### src/rtl/cpu_fetch_pkg.sv
// Shared types and default sizing for the sequential instruction fetch front end.
package cpu_fetch_pkg;

  localparam int unsigned DEFAULT_ADDR_W   = 2;
  localparam int unsigned DEFAULT_INSTR_W  = 2;
  localparam int unsigned DEFAULT_RESET_PC = 0;

  typedef enum logic [1:0] {
    ST_IDLE   = 2'd0,
    ST_FETCH  = 2'd1,
    ST_HALTED = 2'd2
  } fetch_state_e;

endpackage

### src/rtl/instruction_fetch_unit_if.sv
// Instruction-store address/data and the fetch-to-decode valid/ready slot.
interface instruction_fetch_unit_if #(
  parameter int unsigned ADDR_W  = 2,
  parameter int unsigned INSTR_W = 2
);

  logic [ADDR_W-1:0]  InstructionAddress;
  logic [INSTR_W-1:0] Instruction;
  logic               FetchValid;
  logic [INSTR_W-1:0] FetchInstr;
  logic [ADDR_W-1:0]  FetchPC;
  logic               FetchReady;

  modport master (
    output InstructionAddress,
    input  Instruction,
    output FetchValid,
    output FetchInstr,
    output FetchPC,
    input  FetchReady
  );

  modport slave (
    input  InstructionAddress,
    output Instruction,
    input  FetchValid,
    input  FetchInstr,
    input  FetchPC,
    output FetchReady
  );

endinterface

### src/rtl/instruction_fetch_unit_program_counter.sv
// Program counter register: load has priority over increment, wraps modulo 2^ADDR_W.
module program_counter
  import cpu_fetch_pkg::*;
#(
  parameter int unsigned ADDR_W   = DEFAULT_ADDR_W,
  parameter int unsigned RESET_PC = DEFAULT_RESET_PC
) (
  input  logic              clk,
  input  logic              rst_n,
  input  logic              load_en,
  input  logic [ADDR_W-1:0] load_val,
  input  logic              inc_en,
  output logic [ADDR_W-1:0] pc
);

  logic [ADDR_W-1:0] pc_q;
  logic [ADDR_W-1:0] pc_d;

  // Next PC: redirect beats sequential increment; carry out is dropped.
  always_comb begin
    pc_d = pc_q;
    if (load_en) begin
      pc_d = load_val;
    end else if (inc_en) begin
      pc_d = pc_q + ADDR_W'(1);
    end
  end

  // PC register with asynchronous reset to the boot address.
  always_ff @(posedge clk or negedge rst_n) begin
    if (!rst_n) begin
      pc_q <= ADDR_W'(RESET_PC);
    end else begin
      pc_q <= pc_d;
    end
  end

  assign pc = pc_q;

endmodule

### src/rtl/instruction_fetch_unit.sv
// Sequential fetch front end: FSM, PC control and the single-entry output slot.
module instruction_fetch_unit
  import cpu_fetch_pkg::*;
#(
  parameter int unsigned ADDR_W   = DEFAULT_ADDR_W,
  parameter int unsigned INSTR_W  = DEFAULT_INSTR_W,
  parameter int unsigned RESET_PC = DEFAULT_RESET_PC
) (
  input  logic                       Clock,
  input  logic                       Reset_n,
  input  logic                       Start,
  input  logic                       Halt,
  input  logic                       BranchValid,
  input  logic [ADDR_W-1:0]          BranchTarget,
  output logic                       Busy,
  instruction_fetch_unit_if.master   bus
);

  fetch_state_e       state_q, state_d;
  logic               fetch_valid_q, fetch_valid_d;
  logic [INSTR_W-1:0] fetch_instr_q, fetch_instr_d;
  logic [ADDR_W-1:0]  fetch_pc_q, fetch_pc_d;

  logic               pc_load;
  logic               pc_inc;
  logic [ADDR_W-1:0]  pc;
  logic               slot_free;
  logic               slot_taken;

  program_counter #(
    .ADDR_W   (ADDR_W),
    .RESET_PC (RESET_PC)
  ) u_pc (
    .clk      (Clock),
    .rst_n    (Reset_n),
    .load_en  (pc_load),
    .load_val (BranchTarget),
    .inc_en   (pc_inc),
    .pc       (pc)
  );

  assign slot_taken = fetch_valid_q && bus.FetchReady;
  assign slot_free  = !fetch_valid_q || bus.FetchReady;

  // Next-state, slot update and PC control in priority order per state.
  always_comb begin
    state_d       = state_q;
    fetch_valid_d = fetch_valid_q;
    fetch_instr_d = fetch_instr_q;
    fetch_pc_d    = fetch_pc_q;
    pc_load       = 1'b0;
    pc_inc        = 1'b0;

    unique case (state_q)
      ST_IDLE: begin
        if (Start && !Halt) begin
          state_d = ST_FETCH;
        end
      end
      ST_FETCH: begin
        if (BranchValid) begin
          pc_load       = 1'b1;
          fetch_valid_d = 1'b0;
        end else if (Halt) begin
          // A slot handed over on this same edge must not be presented twice.
          state_d = ST_HALTED;
          if (slot_taken) begin
            fetch_valid_d = 1'b0;
          end
        end else if (slot_free) begin
          fetch_instr_d = bus.Instruction;
          fetch_pc_d    = pc;
          fetch_valid_d = 1'b1;
          pc_inc        = 1'b1;
        end
      end
      ST_HALTED: begin
        pc_load = BranchValid;
        if (slot_taken) begin
          fetch_valid_d = 1'b0;
        end
        if (Start && !Halt) begin
          state_d = ST_FETCH;
        end
      end
      default: begin
        state_d = ST_IDLE;
      end
    endcase
  end

  // State and output slot registers.
  always_ff @(posedge Clock or negedge Reset_n) begin
    if (!Reset_n) begin
      state_q       <= ST_IDLE;
      fetch_valid_q <= 1'b0;
      fetch_instr_q <= '0;
      fetch_pc_q    <= '0;
    end else begin
      state_q       <= state_d;
      fetch_valid_q <= fetch_valid_d;
      fetch_instr_q <= fetch_instr_d;
      fetch_pc_q    <= fetch_pc_d;
    end
  end

  assign bus.InstructionAddress = pc;
  assign bus.FetchValid         = fetch_valid_q;
  assign bus.FetchInstr         = fetch_instr_q;
  assign bus.FetchPC            = fetch_pc_q;
  assign Busy                   = (state_q == ST_FETCH);

endmodule
### src/flat_wrapper.sv
// flat-port wrapper written by rule: the top's interface ports become plain ports
module instruction_fetch_unit_flat import cpu_fetch_pkg::*;
#(
  parameter int unsigned ADDR_W   = DEFAULT_ADDR_W,
  parameter int unsigned INSTR_W  = DEFAULT_INSTR_W,
  parameter int unsigned RESET_PC = DEFAULT_RESET_PC
)
  (Clock, Reset_n, Start, Halt, BranchValid, BranchTarget, Busy, bus_InstructionAddress, bus_Instruction, bus_FetchValid, bus_FetchInstr, bus_FetchPC, bus_FetchReady);
  instruction_fetch_unit_if #(.ADDR_W(ADDR_W), .INSTR_W(INSTR_W)) bus_i ();
  input  logic Clock;
  input  logic Reset_n;
  input  logic Start;
  input  logic Halt;
  input  logic BranchValid;
  input  logic [ADDR_W-1:0] BranchTarget;
  output logic Busy;
  output wire logic [$bits(bus_i.InstructionAddress)-1:0] bus_InstructionAddress;
  input wire logic [$bits(bus_i.Instruction)-1:0] bus_Instruction;
  output wire logic [$bits(bus_i.FetchValid)-1:0] bus_FetchValid;
  output wire logic [$bits(bus_i.FetchInstr)-1:0] bus_FetchInstr;
  output wire logic [$bits(bus_i.FetchPC)-1:0] bus_FetchPC;
  input wire logic [$bits(bus_i.FetchReady)-1:0] bus_FetchReady;
  assign bus_InstructionAddress = bus_i.InstructionAddress;
  assign bus_i.Instruction = bus_Instruction;
  assign bus_FetchValid = bus_i.FetchValid;
  assign bus_FetchInstr = bus_i.FetchInstr;
  assign bus_FetchPC = bus_i.FetchPC;
  assign bus_i.FetchReady = bus_FetchReady;
  instruction_fetch_unit #(.ADDR_W(ADDR_W), .INSTR_W(INSTR_W), .RESET_PC(RESET_PC)) u_core (.Clock(Clock), .Reset_n(Reset_n), .Start(Start), .Halt(Halt), .BranchValid(BranchValid), .BranchTarget(BranchTarget), .Busy(Busy), .bus(bus_i));
endmodule
### config.mk
export PLATFORM = sky130hd
export DESIGN_NAME = instruction_fetch_unit_flat
export DESIGN_NICKNAME = d
export VERILOG_FILES = /design/src/rtl/cpu_fetch_pkg.sv /design/src/rtl/instruction_fetch_unit_if.sv /design/src/rtl/instruction_fetch_unit_program_counter.sv /design/src/rtl/instruction_fetch_unit.sv /design/src/flat_wrapper.sv
export SDC_FILE = /design/constraint.sdc
export NUM_CORES = 1
export LEC_CHECK = 0
export BUFFER_PORTS_ARGS = -buffer_cell sky130_fd_sc_hd__buf_2
export CAP_MARGIN = 20
export CORE_MARGIN = 1.5
export CORE_UTILIZATION = 39
export DETAILED_ROUTE_END_ITERATION = 8
export GPL_TIMING_DRIVEN = 0
export HOLD_SLACK_MARGIN = 0.06
export PLACE_DENSITY = 0.62
export SYNTH_ARGS = -nofsm -noshare
export SYNTH_HDL_FRONTEND = slang
export SYNTH_HIERARCHICAL = 1
export SYNTH_SLANG_ARGS = --single-unit
### constraint.sdc
create_clock -name Clock -period 3.4 [get_ports Clock]
set_input_delay 1.02 -clock Clock [delete_from_list [all_inputs] [get_ports Clock]]
set_output_delay 1.02 -clock Clock [all_outputs]
set_load 0.02 [all_outputs]
==> results.md <==
* Syn nets at 63
* Post-synth ARST share at 1.00
* Slew @ Worst Pin at 0.203 ns
* Final #Nets at 85
* Start point of the worst hold path: u_core/bus.FetchInstr[1]
* Final Power at 0.603 mW
* Combinational Power Share at 0.540
* Die Area at 1570 um^2
* DP HPWL at 793 um
* Prevailing post-synth register cell: dfrtp_1
* Synth Register Bits at 9
* Total length of routed wires at 936 um
* Via density at 4.80
* CP max stage delay at 0.40 ns
* Result of the run: completed
* Dpl cells at 80
* Area grow syn2layout at 25.1%
* Final period util at 0.666
* Sequential power share at 0.325
* Via Count at 403
* Root buf cell: clkbuf_4
* Setup WS pre-CTS at 1.26 ns
* Startpoint Class: flop
* Max VDD drop at 460 uV
* Pwr per Cell Area at 922 nW/um^2
* Setup CP Type: flop to output pin
* Crit path cell chain: inv_1 -> ha_1 -> buf_2
* Clk_lat worst skew at 0.26 ns
* Max-slew violation count at 0
* Die width at 39.6 um
* Post-Route Utilization at 0.516
* Clock share of power at 0.135
* Hold Path Class: flop to flop
* Post-CTS sizing at 0
* Crit-path max FO at 5
* Cts bufs inserted at 3
* RSZ-0062 raised after global routing: false
* Maximum buffer depth of the clock tree at 2
* Post-CTS Hold Buffers at 0
* Number of core rows at 13
* Antenna viol nets, final at 0
* Fin crit period at 2.26 ns
* Slowest cell on the critical path: dfrtp_1
* Pin count of the biggest net entering global routing at 10
* Synth warn at 6
* Smallest hold slack at 0.487 ns
* Final setup vio count at 0
* Initial DRC Count at 4
* Total negative slack at 0 ns
* Psw at 0.259 mW
* Fraction of layout cells with a size suffix above 1 at 0.377
* CP Capture Type: output pin
* Critical path origin: u_core/state_q[1]
* Diodes inserted at 0
* Final Hold Vio Count at 0
* Data arrival, critical path at 1.24 ns
* Switching part of the total at 0.429
* Internal power at 0.345 mW
* Synth cell types at 22
* IO Count at 18
* Post-synth EDFFs at 0
* FMAX at 0.442 GHz
* First-pass GRT wire length at 1440 um
* Syn_area_per_cell at 10.9 um^2
* # clock sinks at 9
* CTS clk-pin slew, worst paths at 0.06 ns
* Dpl cell area at 627 um^2
* H-tree depth at 1
* Mapped Cells at 48
* Core area at 1270 um^2
* Non-Filler Instances at 84
* LEAKAGE at 0.332 nW
* WP data required at 2.38 ns
* Post-CTS setup buffer count at 0
* Routed len/inst at 11.1 um
* GR Overflow Total at 0
* Total GRT Usage at 0.150
* Initial antenna violation count at 0
* Total of max-cap violations at 0
* Post-route cell area at 654 um^2
* CTS tree: built
* Drt pass-1 iters at 4
* FF-to-FF Start: u_core/state_q[0]
* Initial Utilization at 0.412
* Vias in the first global route at 363
* Worst slew margin at 0.865
* Post-Synthesis Cell Area at 523 um^2
* Drc violations at 0
* Die Height at 39.6 um
* Seq/Total Area, Yosys at 0.431
* Clk_skew at 0.00323 ns
* Number of port buffers at 17
* Setup WS post-layout at 1.14 ns
* GPL Wtd Cong at 0.737
worst max-delay path: cells and delay by family, from the launching register on:
kind	cells	cell delay, ns
buffers and inverters	2	0.32
DFF	1	0.40
adders and majority gates	1	0.26
power groups by stage:
stage,clock network (mW),registers [mW],logic (mW)
2_1_floorplan,0,0.243,0.191
3_3_place_gp,0,0.196,0.322
3_5_place_dp,0,0.199,0.330
4_1_cts,0.0859,0.198,0.331
5_1_grt,0.0906,0.205,0.361
6_report,0.0817,0.196,0.326
layout by cell type (no fill, tap or decap), types with 2 or more instances in the layout:
master and n:
buf_2 17, nand2b_1 2, mux2_1 5, nand2_1 5
dfrtp_1 9, nor2b_1 2, nor2_2 2, ha_1 5
o21ai_0 2, clkbuf_4 3, inv_1 3
metal layers:
layer / vias up / track usage / routed length (um)
li1: 210 / - / -
met1: 182 / 0.145 / 396
met2: 9 / 0.250 / 480
met3: 2 / 0.102 / 54
met4: 0 / 0.0517 / 4
met5: - / 0 / 0
state kept, by name, summed over array words and instances (netlist names):
name and cells:
u_core/bus.FetchInstr 2, u_core/bus.FetchPC 2, u_core/bus.FetchValid 1, u_core/state_q 2, u_core/u_pc/pc 2
worst paths after layout:
path | slack [ns] | to | depth (start not counted)
max in group asynchronous | 2.63 | u_core/bus.FetchValid | 1
max | 1.14 | Busy | 3
max reg2reg | 1.82 | u_core/u_pc/pc[1] | 5
min in group asynchronous | 0.60 | u_core/bus.FetchInstr[1] | 1
min | 0.49 | u_core/bus.FetchInstr[1] | 1
min reg2reg | 0.49 | u_core/bus.FetchInstr[1] | 1
layout make-up:
| class | count | area (um^2) |
|---|---|---|
| clock inverters | 1 | 5.00 |
| multi-input cells | 36 | 287 |
| flip-flops and latches | 9 | 225 |
| fillers | 131 | 614 |
| well taps | 15 | 18.8 |
| clock buffers | 3 | 22.5 |
| inverters | 3 | 11.3 |
| repair buffers | 17 | 85.1 |
synth_stat cells (2+ instances only):
| library cell | count | share of area |
|---|---|---|
| ha_1 | 5 | 0.12 |
| mux2_1 | 5 | 0.11 |
| dfrtp_1 | 9 | 0.43 |
| o21ai_0 | 2 | 0.019 |
| nor2_2 | 2 | 0.024 |
| nand2_1 | 5 | 0.036 |
| nand2b_1 | 2 | 0.024 |
| inv_1 | 3 | 0.022 |
| nor2b_1 | 2 | 0.024 |
cells by family (layout without fill, tap and decap cells):
kind of cell | count (synthesis) | count (layout) | synth area share
mux | 5 | 5 | 0.108
fa+ha+maj | 5 | 5 | 0.120
buf+inv | 3 | 24 | 0.0215
flops | 9 | 9 | 0.431
xor+xnor | 1 | 1 | 0.0167
simple gates | 17 | 17 | 0.196
compound gates | 8 | 8 | 0.108
(Power assumes the default switching activity.)
